<file path="src/rtl/laner_pkg.sv">
// rtl/laner_pkg.sv - shared playfield geometry, colours, win score and win-sequencer state encoding
package laner_pkg;

   localparam int XSCREEN      = 640;
   localparam int YSCREEN      = 480;
   localparam int NUM_LANES    = 5;
   localparam int LANE_WIDTH   = 80;
   localparam int LANE_START_X = 120;

   localparam int X_W = 10;
   localparam int Y_W = 9;
   localparam int C_W = 9;

   localparam logic [C_W-1:0] COLOR_BLACK = 9'b000_000_000;
   localparam logic [C_W-1:0] COLOR_GREEN = 9'b000_111_000;

   localparam int WIN_SCORE = 333;

   typedef enum logic [2:0] {
      IDLE,
      CLEAR,
      START,
      WAIT_WS,
      HOLD,
      DONE
   } win_state_t;

   // Counter width that stays legal (>= 1 bit) even for a terminal count of 1.
   function automatic int clog2_min1(input int n);
      return (n > 1) ? $clog2(n) : 1;
   endfunction

endpackage

</file>
<file path="src/rtl/rect_fill_sweeper.sv">
// rtl/rect_fill_sweeper.sv - raster sweep over a rectangle, one registered pixel write per cycle
module rect_fill_sweeper
   import laner_pkg::*;
#(
   parameter int              X0           = LANE_START_X,
   parameter int              X1           = LANE_START_X + NUM_LANES * LANE_WIDTH - 1,
   parameter int              Y0           = 0,
   parameter int              Y1           = YSCREEN - 1,
   parameter logic [C_W-1:0]  FILL_COLOR   = COLOR_BLACK,
   parameter bit              BORDER_EN    = 1'b0,
   parameter logic [C_W-1:0]  BORDER_COLOR = COLOR_GREEN
) (
   input  logic             Clock,
   input  logic             Resetn,
   input  logic             start,
   output logic [X_W-1:0]   px_x,
   output logic [Y_W-1:0]   px_y,
   output logic [C_W-1:0]   px_color,
   output logic             px_write,
   output logic             last
);

   localparam logic [X_W-1:0] XL0 = X_W'(X0);
   localparam logic [X_W-1:0] XL1 = X_W'(X1);
   localparam logic [Y_W-1:0] YL0 = Y_W'(Y0);
   localparam logic [Y_W-1:0] YL1 = Y_W'(Y1);

   logic [X_W-1:0] cx;
   logic [Y_W-1:0] cy;
   logic           active;
   logic           on_border;
   logic [C_W-1:0] pix_color;

   // Border is two pixels thick on every edge of the rectangle.
   always_comb begin
      on_border = (cx == XL0) || (cx == XL0 + 1'b1) ||
                  (cx == XL1 - 1'b1) || (cx == XL1) ||
                  (cy == YL0) || (cy == YL0 + 1'b1) ||
                  (cy == YL1 - 1'b1) || (cy == YL1);
      pix_color = (BORDER_EN && on_border) ? BORDER_COLOR : FILL_COLOR;
   end

   assign last = active && (cx == XL1) && (cy == YL1);

   always_ff @(posedge Clock) begin
      if (!Resetn) begin
         cx       <= '0;
         cy       <= '0;
         active   <= 1'b0;
         px_x     <= '0;
         px_y     <= '0;
         px_color <= '0;
         px_write <= 1'b0;
      end else begin
         px_write <= active;
         if (active) begin
            px_x     <= cx;
            px_y     <= cy;
            px_color <= pix_color;
         end
         if (start) begin
            cx     <= XL0;
            cy     <= YL0;
            active <= 1'b1;
         end else if (active) begin
            if (last) begin
               active <= 1'b0;
            end else if (cx == XL1) begin
               cx <= XL0;
               cy <= cy + 1'b1;
            end else begin
               cx <= cx + 1'b1;
            end
         end
      end
   end

endmodule

</file>
<file path="src/rtl/win_sequencer.sv">
// rtl/win_sequencer.sv - win sequence: clear playfield, run win_screen renderer, hold, report done
// Define WIN_SEQ_BORDER_EN to draw a BORDER_COLOR frame around the cleared area.
module win_sequencer
   import laner_pkg::*;
#(
   parameter int              CLEAR_X0     = LANE_START_X,
   parameter int              CLEAR_X1     = LANE_START_X + NUM_LANES * LANE_WIDTH - 1,
   parameter int              CLEAR_Y0     = 0,
   parameter int              CLEAR_Y1     = YSCREEN - 1,
   parameter logic [C_W-1:0]  CLEAR_COLOR  = COLOR_BLACK,
   parameter int              HOLD_CYCLES  = 50_000_000,
   parameter logic [C_W-1:0]  BORDER_COLOR = COLOR_GREEN
) (
   input  logic             Clock,
   input  logic             Resetn,
   input  logic             win_trigger,
   input  logic             ws_complete,
   input  logic [X_W-1:0]   ws_VGA_x,
   input  logic [Y_W-1:0]   ws_VGA_y,
   input  logic [C_W-1:0]   ws_VGA_color,
   input  logic             ws_VGA_write,
   output logic             ws_enable,
   output logic             busy,
   output logic             done,
   output logic [X_W-1:0]   VGA_x,
   output logic [Y_W-1:0]   VGA_y,
   output logic [C_W-1:0]   VGA_color,
   output logic             VGA_write
);

`ifdef WIN_SEQ_BORDER_EN
   localparam bit BORDER_EN = 1'b1;
`else
   localparam bit BORDER_EN = 1'b0;
`endif

   localparam int             HW        = clog2_min1(HOLD_CYCLES);
   localparam logic [HW-1:0]  HOLD_LAST = HW'(HOLD_CYCLES - 1);

   win_state_t     state, state_n;
   logic           ws_enable_n, busy_n, done_n;
   logic [HW-1:0]  hold_cnt, hold_cnt_n;
   logic           trig_prev, armed, trigger_rise;
   logic           sweep_start, sweep_last;

   logic [X_W-1:0] clr_x;
   logic [Y_W-1:0] clr_y;
   logic [C_W-1:0] clr_color;
   logic           clr_write;

   rect_fill_sweeper #(
      .X0           (CLEAR_X0),
      .X1           (CLEAR_X1),
      .Y0           (CLEAR_Y0),
      .Y1           (CLEAR_Y1),
      .FILL_COLOR   (CLEAR_COLOR),
      .BORDER_EN    (BORDER_EN),
      .BORDER_COLOR (BORDER_COLOR)
   ) u_sweeper (
      .Clock    (Clock),
      .Resetn   (Resetn),
      .start    (sweep_start),
      .px_x     (clr_x),
      .px_y     (clr_y),
      .px_color (clr_color),
      .px_write (clr_write),
      .last     (sweep_last)
   );

   // armed only goes high once the trigger has been seen low, so a level held
   // through reset cannot masquerade as a fresh rising edge.
   assign trigger_rise = win_trigger & ~trig_prev & armed;

   always_ff @(posedge Clock) begin
      if (!Resetn) begin
         trig_prev <= 1'b0;
         armed     <= ~win_trigger;
      end else begin
         trig_prev <= win_trigger;
         if (!win_trigger) begin
            armed <= 1'b1;
         end
      end
   end

   always_ff @(posedge Clock) begin
      if (!Resetn) begin
         state     <= IDLE;
         ws_enable <= 1'b0;
         busy      <= 1'b0;
         done      <= 1'b0;
         hold_cnt  <= '0;
      end else begin
         state     <= state_n;
         ws_enable <= ws_enable_n;
         busy      <= busy_n;
         done      <= done_n;
         hold_cnt  <= hold_cnt_n;
      end
   end

   always_comb begin
      state_n     = state;
      ws_enable_n = ws_enable;
      busy_n      = busy;
      done_n      = done;
      hold_cnt_n  = hold_cnt;
      sweep_start = 1'b0;
      case (state)
         IDLE: begin
            busy_n = 1'b0;
            done_n = 1'b0;
            if (trigger_rise) begin
               sweep_start = 1'b1;
               busy_n      = 1'b1;
               state_n     = CLEAR;
            end
         end
         CLEAR: begin
            if (sweep_last) begin
               state_n = START;
            end
         end
         START: begin
            ws_enable_n = 1'b1;
            state_n     = WAIT_WS;
         end
         WAIT_WS: begin
            if (ws_complete) begin
               hold_cnt_n = '0;
               state_n    = HOLD;
            end
         end
         // enable stays high so the renderer parks in its DONE state
         HOLD: begin
            if (hold_cnt == HOLD_LAST) begin
               ws_enable_n = 1'b0;
               done_n      = 1'b1;
               busy_n      = 1'b0;
               state_n     = DONE;
            end else begin
               hold_cnt_n = hold_cnt + 1'b1;
            end
         end
         DONE: begin
            done_n = 1'b1;
            if (!win_trigger) begin
               done_n  = 1'b0;
               state_n = IDLE;
            end
         end
         default: begin
            state_n = IDLE;
         end
      endcase
   end

   always_comb begin
      if (ws_enable) begin
         VGA_x     = ws_VGA_x;
         VGA_y     = ws_VGA_y;
         VGA_color = ws_VGA_color;
         VGA_write = ws_VGA_write;
      end else begin
         VGA_x     = clr_x;
         VGA_y     = clr_y;
         VGA_color = clr_color;
         VGA_write = clr_write;
      end
   end

endmodule

</file>
<file path="config.mk">
export PLATFORM = sky130hd
export DESIGN_NAME = win_sequencer
export DESIGN_NICKNAME = d
export VERILOG_FILES = /design/src/rtl/laner_pkg.sv /design/src/rtl/rect_fill_sweeper.sv /design/src/rtl/win_sequencer.sv
export SDC_FILE = /design/constraint.sdc
export NUM_CORES = 1
export LEC_CHECK = 0
export BUFFER_PORTS_ARGS = -buffer_cell sky130_fd_sc_hd__buf_2
export CAP_MARGIN = 20
export CORE_UTILIZATION = 27
export CTS_BUF_LIST = sky130_fd_sc_hd__clkbuf_2
export DETAILED_ROUTE_END_ITERATION = 10
export GPL_TIMING_DRIVEN = 0
export PLACE_DENSITY = 0.5
export REMOVE_ABC_BUFFERS = 1
export SETUP_SLACK_MARGIN = 0.02
export SYNTH_ARGS = -nofsm -noshare
export SYNTH_HDL_FRONTEND = slang
export SYNTH_SLANG_ARGS = --single-unit
</file>
<file path="constraint.sdc">
create_clock -name Clock -period 2.6 [get_ports Clock]
set_clock_uncertainty 0.2 [all_clocks]
set_input_delay 0.26 -clock Clock [delete_from_list [all_inputs] [get_ports Clock]]
set_output_delay 0.26 -clock Clock [all_outputs]
set_load 0.01 [all_outputs]
</file>
==> metrics, run 1 <==
Mean Syn Cell Area=8.78 um^2; post-route ant nets=0; H-tree levels=3; Final period util=0.952; Area Overhead vs Synth=19.2%; initial antenna violation count=0; Hold Crit Depth=2; async set or reset register ratio after synthesis=0; startpoint types=register; vias in the first global route=3037; most common cell after layout, fill and taps aside=dfxtp_1; max cap viols=0; Yosys warnings=0; critical path class=register to register; Crit path arrival time=2.75 ns; Slew Limit Fails=0; Worst EP required=2.88 ns; #FFs+latches synth=74; Overall Power=2190 uW; Clock Sinks=74; Design Area, Final=0.00465 mm^2; Seq/Total Area, Yosys=0.383; Netlist Area Pre-Place=0.00390 mm^2; HP Start=Resetn; DR vias/cell=4.94; die height=122 um; Met1 Wirelength=4430 um; Worst Hold Path EP=u_sweeper.cx[3]; Max-Slew Margin vs Limit=0.479; nets=534; Area after DPL=0.00439 mm^2; Die ar.=0.0149 mm^2; R2R depth=7; met2 WL=4270 um; Ant. Diodes=0; clk root buf=clkbuf_2; pwr dens=472 mW/mm^2; row count=43; Tmin final=2.48 ns; peak supply drop=0.283 mV; first-pass GRT wire length=15000 um; gr ovfl total=0; number of port buffers=64; overall global routing resource usage=0.127; Vias=3372; Top Layer Used=met4; WL met3=409 um; CTS Buffer Depth=2; Num CTS Buffers=9; r2r endpoint=hold_cnt[23]; Post-synth EDFFs=1; Final Worst Setup Slack=0.124 ns; Core Region=0.0140 mm^2; crit path from=hold_cnt[0]; Place WS=-0.232 ns; Final setup viols=0; Tightest Pin Transition=0.780 ns; Final Wtd Congestion=0.803; # DRC=0; pin count of the biggest net entering global routing=40; most frequent cells in the layout=dfxtp_1 (71), buf_2 (64), nor2_1 (38); I/O pin count=65; DRT Pass-1 Iters=4; Detail Placement HPWL=6190 um; routed len/inst=13.5 um; crit path max fanout=12; CTS clock-pin slew for the worst setup and hold paths=0.21 ns; status=finished clean; worst skew pair latency=0.54 ns; Initial Utilization=0.279; Layout fillers=1452; share of layout cells above drive strength 1=0.268; Hold Crit Class=input pin to register; Final Hold Fails=0; LEAKAGE=0.00179 uW; Distinct cells, synth=69; fmax=0.404 GHz; Crit. End Element=register; unrepaired setup endpoints after global routing=true; Synth Flop Type=dfxtp_1; CTS tree=built; DRT iter0 DRCs=139; reg2reg setup slack=0.12 ns; DRT Wirelength=9200 um; RR Startpoint=hold_cnt[0]; Syn Inst Count=444; Die Wd=122 um
[per-stage QoR]
| stage | utilization | cells | TNS, ns | hold WS [ns] |
|---|---|---|---|---|
| finish | 0.332 | 683 | 0 | 0.0579 |
| global route | 0.332 | 683 | 0 | 0.0174 |
| CTS | 0.331 | 682 | 0 | 0.00735 |
| detailed placement | 0.314 | 663 | -2.50 | 0.278 |
| global placement | 0.310 | 661 | -7.07 | 0.274 |
| floorplan | - | 417 | 0 | 0.178 |
[registers in the layout, summed over array words and instances (netlist names), 3 cells and up]
name and count:
u_sweeper.cx 10, u_sweeper.px_y 9, state 3, u_sweeper.cy 9, u_sweeper.px_x 10, hold_cnt 26
[worst max-delay path by stage]
stage	end	slack (ns)	cells after the start
after detailed placement	hold_cnt[17]	-0.23	6
after global routing	hold_cnt[22]	0.02	5
after global placement	u_sweeper.cx[9]	-0.33	4
after CTS	busy	0.03	6
final	hold_cnt[23]	0.12	7
after floorplan	hold_cnt[17]	0.18	6
[worst max-delay path: stages (launching register included)]
cell	delay, ns
dfxtp_2	0.40
ha_2	0.21
nand2_2	0.10
or4_4	0.58
or3_4	0.46
a21oi_4	0.16
buf_12	0.15
a221o_1	0.14
[cells by family (layout without fill, tap and decap cells)]
logic type	count (synthesis)	in the layout	synth area share
fa+ha+maj	3	3	0.00963
simple gates	195	195	0.279
compound gates	73	73	0.136
buf+inv	40	99	0.0417
mux	40	40	0.109
flops	74	74	0.383
xor+xnor	19	19	0.0427
[synth_stat cells, types with 2 or more instances]
library cell  number  area share
o21a_1             3      0.0058
or4_1              5      0.0096
a21o_1             3      0.0058
o31ai_1            3      0.0058
nor2b_1           19       0.030
xnor2_1           11       0.025
buf_1              3      0.0029
mux2_2            20       0.058
nand2_1           31       0.030
or3_1              5      0.0080
nor4_1             9       0.014
nor3_1            12       0.015
a221o_1            3      0.0077
ha_1               3      0.0096
nand4_1           13       0.021
clkbuf_1          19       0.018
a211oi_1           3      0.0058
nor2_1            38       0.037
a21oi_1           14       0.018
a31oi_1            2      0.0032
nor4b_1            3      0.0067
o21ai_0           11       0.014
xor2_1             8       0.018
inv_1             13       0.013
mux2i_1           20       0.051
nand3_1           13       0.017
a221o_2            2      0.0058
a21o_2             2      0.0045
and2_1            15       0.024
and3_1             6      0.0096
or2_2              2      0.0032
and4_1             4      0.0090
o31a_1             3      0.0067
o41ai_1            4      0.0090
o211ai_1           5      0.0096
nor3b_1            4      0.0077
dfxtp_1           73        0.37
buf_2              3      0.0038
a21boi_0           2      0.0038
a211o_2            3      0.0077
[cell type report]
| cell class | instances | area (um^2) | area share |
|---|---|---|---|
| sequential | 74 | 1490 | 0.321 |
| inverter | 13 | 48.8 | 0.0105 |
| timing repair buffer | 70 | 420 | 0.0905 |
| clock inverter | 7 | 125 | 0.0269 |
| multi-input combinational | 330 | 2290 | 0.492 |
| tap | 180 | 225 | 0.0485 |
| clock buffer | 9 | 45.0 | 0.00969 |
[metal layers]
layer / GRT usage / vias up
li1: - / 1718
met1: 0.160 / 1571
met2: 0.213 / 74
met3: 0.0323 / 9
met4: 0.0366 / 0
met5: 0 / -
[power breakdown]
| group | switching, uW | internal, uW |
|---|---|---|
| Clock | 448 | 423 |
| Combinational | 69.6 | 71.0 |
| Sequential | 25.5 | 1160 |
| Total | 543 | 1650 |
[repair_timing]
action	4_1_cts	5_1_grt
cloned	0	0
hold buffers	2	0
pin swaps	1	0
gates resized for setup	6	5
setup buffers	1	0
endpoints found under the setup margin	25	23
endpoints found under the hold margin	8	0
No activity file was read; power rests on OpenSTA's default activity.
==> run 2, diff against run 1 <==
--- a/config.mk
+++ b/config.mk
@@ -11,6 +11,7 @@
 export CTS_BUF_LIST = sky130_fd_sc_hd__clkbuf_2
 export DETAILED_ROUTE_END_ITERATION = 10
 export GPL_TIMING_DRIVEN = 0
+export HOLD_SLACK_MARGIN = 0.1
 export PLACE_DENSITY = 0.5
 export REMOVE_ABC_BUFFERS = 1
 export SETUP_SLACK_MARGIN = 0.02
==> run 2 against run 1 <==
Sequential share of layout area fell by 0.069 points. Sequential cell count is the same. Cell count increased by 0.15%. Routed wire length hardly changed. Combinational power hardly changed. Worst setup slack worse by 0.0034 ns. Core utilization is 0.072 points higher. Worst hold slack improved by 0.25 ns. Critical path type unchanged. Largest power group unchanged. Highest routed layer unchanged.
==> metrics, run 2 (synthesis gave the netlist of run 1 again) <==
status=finished clean; Vias=3371 (-0.030%); Hold Crit Class=register to register; gr ovfl total=0 (unchanged); first-pass GRT wire length=15100 um (+0.27%); Detail Placement HPWL=6190 um (unchanged); fmax=0.403 GHz (-0.14%); Tightest Pin Transition=0.779 ns (-0.000945 ns); Final Worst Setup Slack=0.121 ns (-0.00343 ns); Die Wd=122 um (unchanged); number of placed instances, taps included=663 (unchanged); Final Hold Fails=0 (unchanged); DRT Wirelength=9200 um (about the same); most common cell after layout, fill and taps aside=dfxtp_1; routed len/inst=13.4 um (-0.14%); Largest Register=hold_cnt; max cap viols=0 (unchanged); Slew Limit Fails=0 (unchanged); pin count of the biggest net entering global routing=40 (unchanged); Area Overhead vs Synth=19.4%; startpoint types=register; worst skew pair latency=0.53 ns (about the same); slowest stage delay, CP=0.58 ns (about the same); Worst EP required=2.87 ns (about the same); vias in the first global route=3047 (+0.33%); unrepaired setup endpoints after global routing=true; Num CTS Buffers=9 (unchanged); row count=43 (unchanged); Clock Sinks=74 (unchanged); LEAKAGE=0.00180 uW (+0.23%); Setup Total Neg Slack=0 ns (unchanged); Final setup viols=0 (unchanged); Design Area, Final=0.00466 mm^2 (+0.22%); initial antenna violation count=0 (unchanged); nets=535 (+0.19%); Final period util=0.953 (+0.00132); most frequent cells in the layout=dfxtp_1 (71), buf_2 (64), nor2_1 (38); overall global routing resource usage=0.128 (+0.000397); post-route ant nets=0 (unchanged); worst path buffer plus inverter count=1 (unchanged); crit path max fanout=12 (unchanged); clk root buf=clkbuf_2; Place WS=-0.232 ns (unchanged); DR vias/cell=4.93 (-0.18%); CTS clock-pin slew for the worst setup and hold paths=0.22 ns (about the same); CTS tree=built; I/O pin count=65 (unchanged); Ant. Diodes=0 (unchanged); crit-path cells=ha_2, nand2_2, or4_4, or3_4, a21oi_4, buf_12, a221o_1; Max-Slew Margin vs Limit=0.480 (+0.000630); max reg flops=26 (unchanged); Final Wtd Congestion=0.803 (unchanged); DRT iter0 DRCs=138 (-0.72%); Area after DPL=0.00439 mm^2 (unchanged); Core Region=0.0140 mm^2 (unchanged); Tmin final=2.48 ns (+0.00343 ns); H-tree levels=3 (unchanged); family with the most delay on the worst path=simple AND/OR/NAND/NOR gates; critical path class=register to register; # DRC=0 (unchanged); peak supply drop=0.283 mV (about the same); die height=122 um (unchanged); pwr dens=471 mW/mm^2 (-0.18%); Crit path arrival time=2.75 ns (about the same); number of port buffers=64 (unchanged); Largest regs=hold_cnt: 26 flops, u_sweeper.cx: 10 flops, u_sweeper.px_x: 10 flops; DRT Pass-1 Iters=4 (unchanged); CTS Buffer Depth=2 (unchanged); share of layout cells above drive strength 1=0.268 (-0.000533); Crit. End Element=register; Crit-path slowest cell=or4_4; Initial Utilization=0.279 (unchanged); Post-Layout Cell Count=684 (+0.15%); Die ar.=0.0149 mm^2 (unchanged)
-- run 2: changes by cell type in the layout (fill, tap and decap cells not counted) --
| cell | change |
|---|---|
| dlygate4sd3_1 | +1 |
-- run 2: worst min-delay path, delay by kind of cell, from the launching register on --
family	cells	cell delay, ns
AO/OA/AOI/OAI	1	0.07
AND/OR/NAND/NOR	1	0.06
flip-flops	1	0.38
-- run 2: area by class of cell --
cell class | instances | area [um^2]
multi-input combinational | 330 | 2290
sequential | 74 | 1490
clock inverter | 7 | 125
clock buffer | 9 | 45.0
fill | 1452 | 9330
tap | 180 | 225
inverter | 13 | 48.8
timing repair buffer | 71 | 430
-- run 2: routing by layer --
metal	wire, um	vias to the layer above	GRT usage
li1	-	1716	-
met1	4410	1571	0.160
met2	4290	75	0.215
met3	410	9	0.0318
met4	84	0	0.0366
met5	0	-	0
-- run 2: power by group --
| group | internal (uW) | total, uW | switching (uW) |
|---|---|---|---|
| sequential | 1160 | 1180 | 25.5 |
| clock | 423 | 871 | 448 |
| combinational | 72.0 | 142 | 69.6 |
| total | 1650 | 2190 | 543 |
-- run 2: what timing repair did --
item                       CTS  global route
gates cloned                 0             0
hold buffers                 3             0
setup buffers                1             0
pin swaps                    1             0
setup endpoints to repair   25            23
hold endpoints to repair    35             0
resized for setup            6             5
-- run 2: path summary, 6_finish.rpt --
check / startpoint / endpoint / slack [ns] / cells past startpoint
max reg2reg: hold_cnt[0] / hold_cnt[23] / 0.12 / 7
min: hold_cnt[1] / hold_cnt[1] / 0.31 / 2
min reg2reg: hold_cnt[1] / hold_cnt[1] / 0.31 / 2
max: hold_cnt[0] / hold_cnt[23] / 0.12 / 7
-- run 2: through the flow --
| step | util | total power [uW] | hold WS [ns] |
|---|---|---|---|
| global route | 0.333 | 2300 | 0.336 |
| global placement | 0.310 | 1330 | 0.274 |
| detailed placement | 0.314 | 1330 | 0.278 |
| CTS | 0.331 | 2230 | 0.308 |
| floorplan | - | 1270 | 0.178 |
| finish | 0.333 | 2190 | 0.307 |
==> run 3, diff against run 2 <==
--- a/config.mk
+++ b/config.mk
@@ -7,12 +7,13 @@
 export LEC_CHECK = 0
 export BUFFER_PORTS_ARGS = -buffer_cell sky130_fd_sc_hd__buf_2
 export CAP_MARGIN = 20
+export CELL_PAD_IN_SITES_DETAIL_PLACEMENT = 1
+export CELL_PAD_IN_SITES_GLOBAL_PLACEMENT = 2
 export CORE_UTILIZATION = 27
-export CTS_BUF_LIST = sky130_fd_sc_hd__clkbuf_2
 export DETAILED_ROUTE_END_ITERATION = 10
 export GPL_TIMING_DRIVEN = 0
 export HOLD_SLACK_MARGIN = 0.1
-export PLACE_DENSITY = 0.5
+export PLACE_DENSITY = 0.72
 export REMOVE_ABC_BUFFERS = 1
 export SETUP_SLACK_MARGIN = 0.02
 export SYNTH_ARGS = -nofsm -noshare
==> run 3 against run 2 <==
Core utilization up 0.81 points. Clock power is 56% higher. Register-to-register slack improved by 0.02 ns. Maximum frequency rose by 0.67%. Critical path type unchanged. Critical endpoint is now busy.
==> metrics, run 3 (synthesis gave the netlist of run 1 again) <==
status=finished clean; Final Wtd Congestion=0.718 (-11%); DRT Wirelength=10400 um (+13%); Setup Total Neg Slack=0 ns (unchanged); nets=533 (-0.37%); Area Overhead vs Synth=22.3%; Crit path arrival time=2.49 ns (-0.26 ns); DRT iter0 DRCs=115 (-17%); Hold Crit Depth=4 (+2); Clock Sinks=74 (unchanged); Final Util=0.341 (+0.00805); Hold Crit Class=input pin to register; Final period util=0.947 (-0.00631); # DRC=0 (unchanged); Die Wd=122 um (unchanged); routed len/inst=15.2 um (+13%); reg2reg setup slack=0.14 ns (+0.02 ns); row count=43 (unchanged); worst skew pair latency=0.35 ns (-0.18 ns); Detail Placement HPWL=7180 um (+16%); critical path class=register to register; crit path max fanout=5 (-7); Worst Hold Path EP=state[0]; max cap viols=0 (unchanged); RR Startpoint=hold_cnt[0]; Design Area, Final=0.00477 mm^2 (+2.4%); HP Start=ws_complete; CTS tree=built; initial antenna violation count=0 (unchanged); number of port buffers=64 (unchanged); LEAKAGE=0.00184 uW (+2.2%); Ant. Diodes=0 (unchanged); Tightest Pin Transition=0.694 ns (-0.0853 ns); Vias=3433 (+1.8%); Slew Limit Fails=0 (unchanged); Num CTS Buffers=9 (unchanged); gr ovfl total=0 (unchanged); I/O pin count=65 (unchanged); Initial Utilization=0.279 (unchanged); most common cell after layout, fill and taps aside=dfxtp_1; Layout fillers=1664 (+15%); max reg flops=26 (unchanged); Final Hold Fails=0 (unchanged); DR vias/cell=5.03 (+2.1%); Largest regs=hold_cnt: 26 flops, u_sweeper.cx: 10 flops, u_sweeper.px_x: 10 flops; Core Region=0.0140 mm^2 (unchanged); Final setup viols=0 (unchanged); fmax=0.406 GHz (+0.67%); R2R depth=6 (-1); H-tree levels=3 (unchanged); post-route ant nets=0 (unchanged); Max-Slew Margin vs Limit=0.537 (+0.0576); pin count of the biggest net entering global routing=40 (unchanged); Overall Power=2670 uW (+22%); Crit. End Element=register; Crit-path slowest cell=or4_4; overall global routing resource usage=0.146 (+0.0188); Die ar.=0.0149 mm^2 (unchanged); Largest Register=hold_cnt; unrepaired setup endpoints after global routing=false; die height=122 um (unchanged); CTS clock-pin slew for the worst setup and hold paths=0.06 ns (-0.16 ns); pwr dens=560 mW/mm^2 (+19%); clk root buf=clkbuf_16; CTS Buffer Depth=2 (unchanged); Worst EP required=2.62 ns (-0.25 ns); Area after DPL=0.00434 mm^2 (-1.1%); peak supply drop=0.299 mV (+5.7%); r2r endpoint=busy; crit-path cells=ha_4, nand2_2, or4_4, or3_4, a2111oi_2, nor2_1; share of layout cells above drive strength 1=0.275 (+0.00704); final hold slack=0.172 ns (-0.135 ns); Tmin final=2.46 ns (-0.0164 ns); DRT Pass-1 Iters=4 (unchanged); vias in the first global route=3342 (+9.7%); first-pass GRT wire length=17000 um (+13%); most frequent cells in the layout=dfxtp_1 (68), buf_2 (65), nor2_1 (38); slowest stage delay, CP=0.61 ns (+0.03 ns); startpoint types=register
[run 3: cell count changes in the layout (fill, tap and decap cells not counted), moves of 2 or more]
cell / change
dlygate4sd3_1: -2
buf_4: +2
clkbuf_16: +9
dfxtp_2: +2
buf_16: -2
dfxtp_1: -3
clkbuf_2: -10
[run 3: layout make-up]
cell class                      instances  area (um^2)  share of cell area
Multi-Input combinational cell        330         2300               0.483
Clock inverter                          6         91.3              0.0192
Timing Repair Buffer                   69          370              0.0776
Tap cell                              180          225              0.0472
Sequential cell                        74         1500               0.315
Inverter                               13         48.8              0.0102
Clock buffer                           10          229              0.0480
[run 3: stage by stage]
step	setup WS (ns)	instances
after floorplan	0.178	417
after global placement	-0.429	661
after detailed placement	-0.310	662
after CTS	0.0224	681
after global routing	0.0238	682
final	0.137	682
[run 3: report_power, final]
part	internal, uW	total, uW	switching, uW
registers	1150	1190	34.5
clock network	844	1360	515
logic	64.2	128	63.7
total	2060	2670	613
[run 3: worst max path at each step]
stage	from	end	slack (ns)	cells after the start
2_1_floorplan	hold_cnt[0]	hold_cnt[17]	0.18	6
3_3_place_gp	u_sweeper.active	u_sweeper.cx[1]	-0.43	5
3_5_place_dp	hold_cnt[0]	hold_cnt[7]	-0.31	6
4_1_cts	hold_cnt[0]	busy	0.02	6
5_1_grt	hold_cnt[0]	busy	0.02	6
6_report	hold_cnt[0]	busy	0.14	6
[run 3: per-layer routing]
| layer | vias up | track usage | wire length [um] |
|---|---|---|---|
| li1 | 1711 | - | - |
| met1 | 1644 | 0.183 | 5050 |
| met2 | 63 | 0.240 | 4740 |
| met3 | 15 | 0.0356 | 455 |
| met4 | 0 | 0.0572 | 154 |
| met5 | - | 0 | 0 |
[run 3: critical path: cells and delay by family, from the launching register on]
family                   cells  cell delay [ns]
flip-flops                   1             0.37
AND/OR/NAND/NOR              4             1.24
adder cells (fa/ha/maj)      1             0.17
AO/OA/AOI/OAI                1             0.36
[run 3: timing repair]
item,in CTS,in global routing
pin swaps,1,2
gates resized for setup,8,8
hold buffers,1,0
endpoints found under the hold margin,2,0
setup buffers,2,1
setup endpoints to repair,26,23
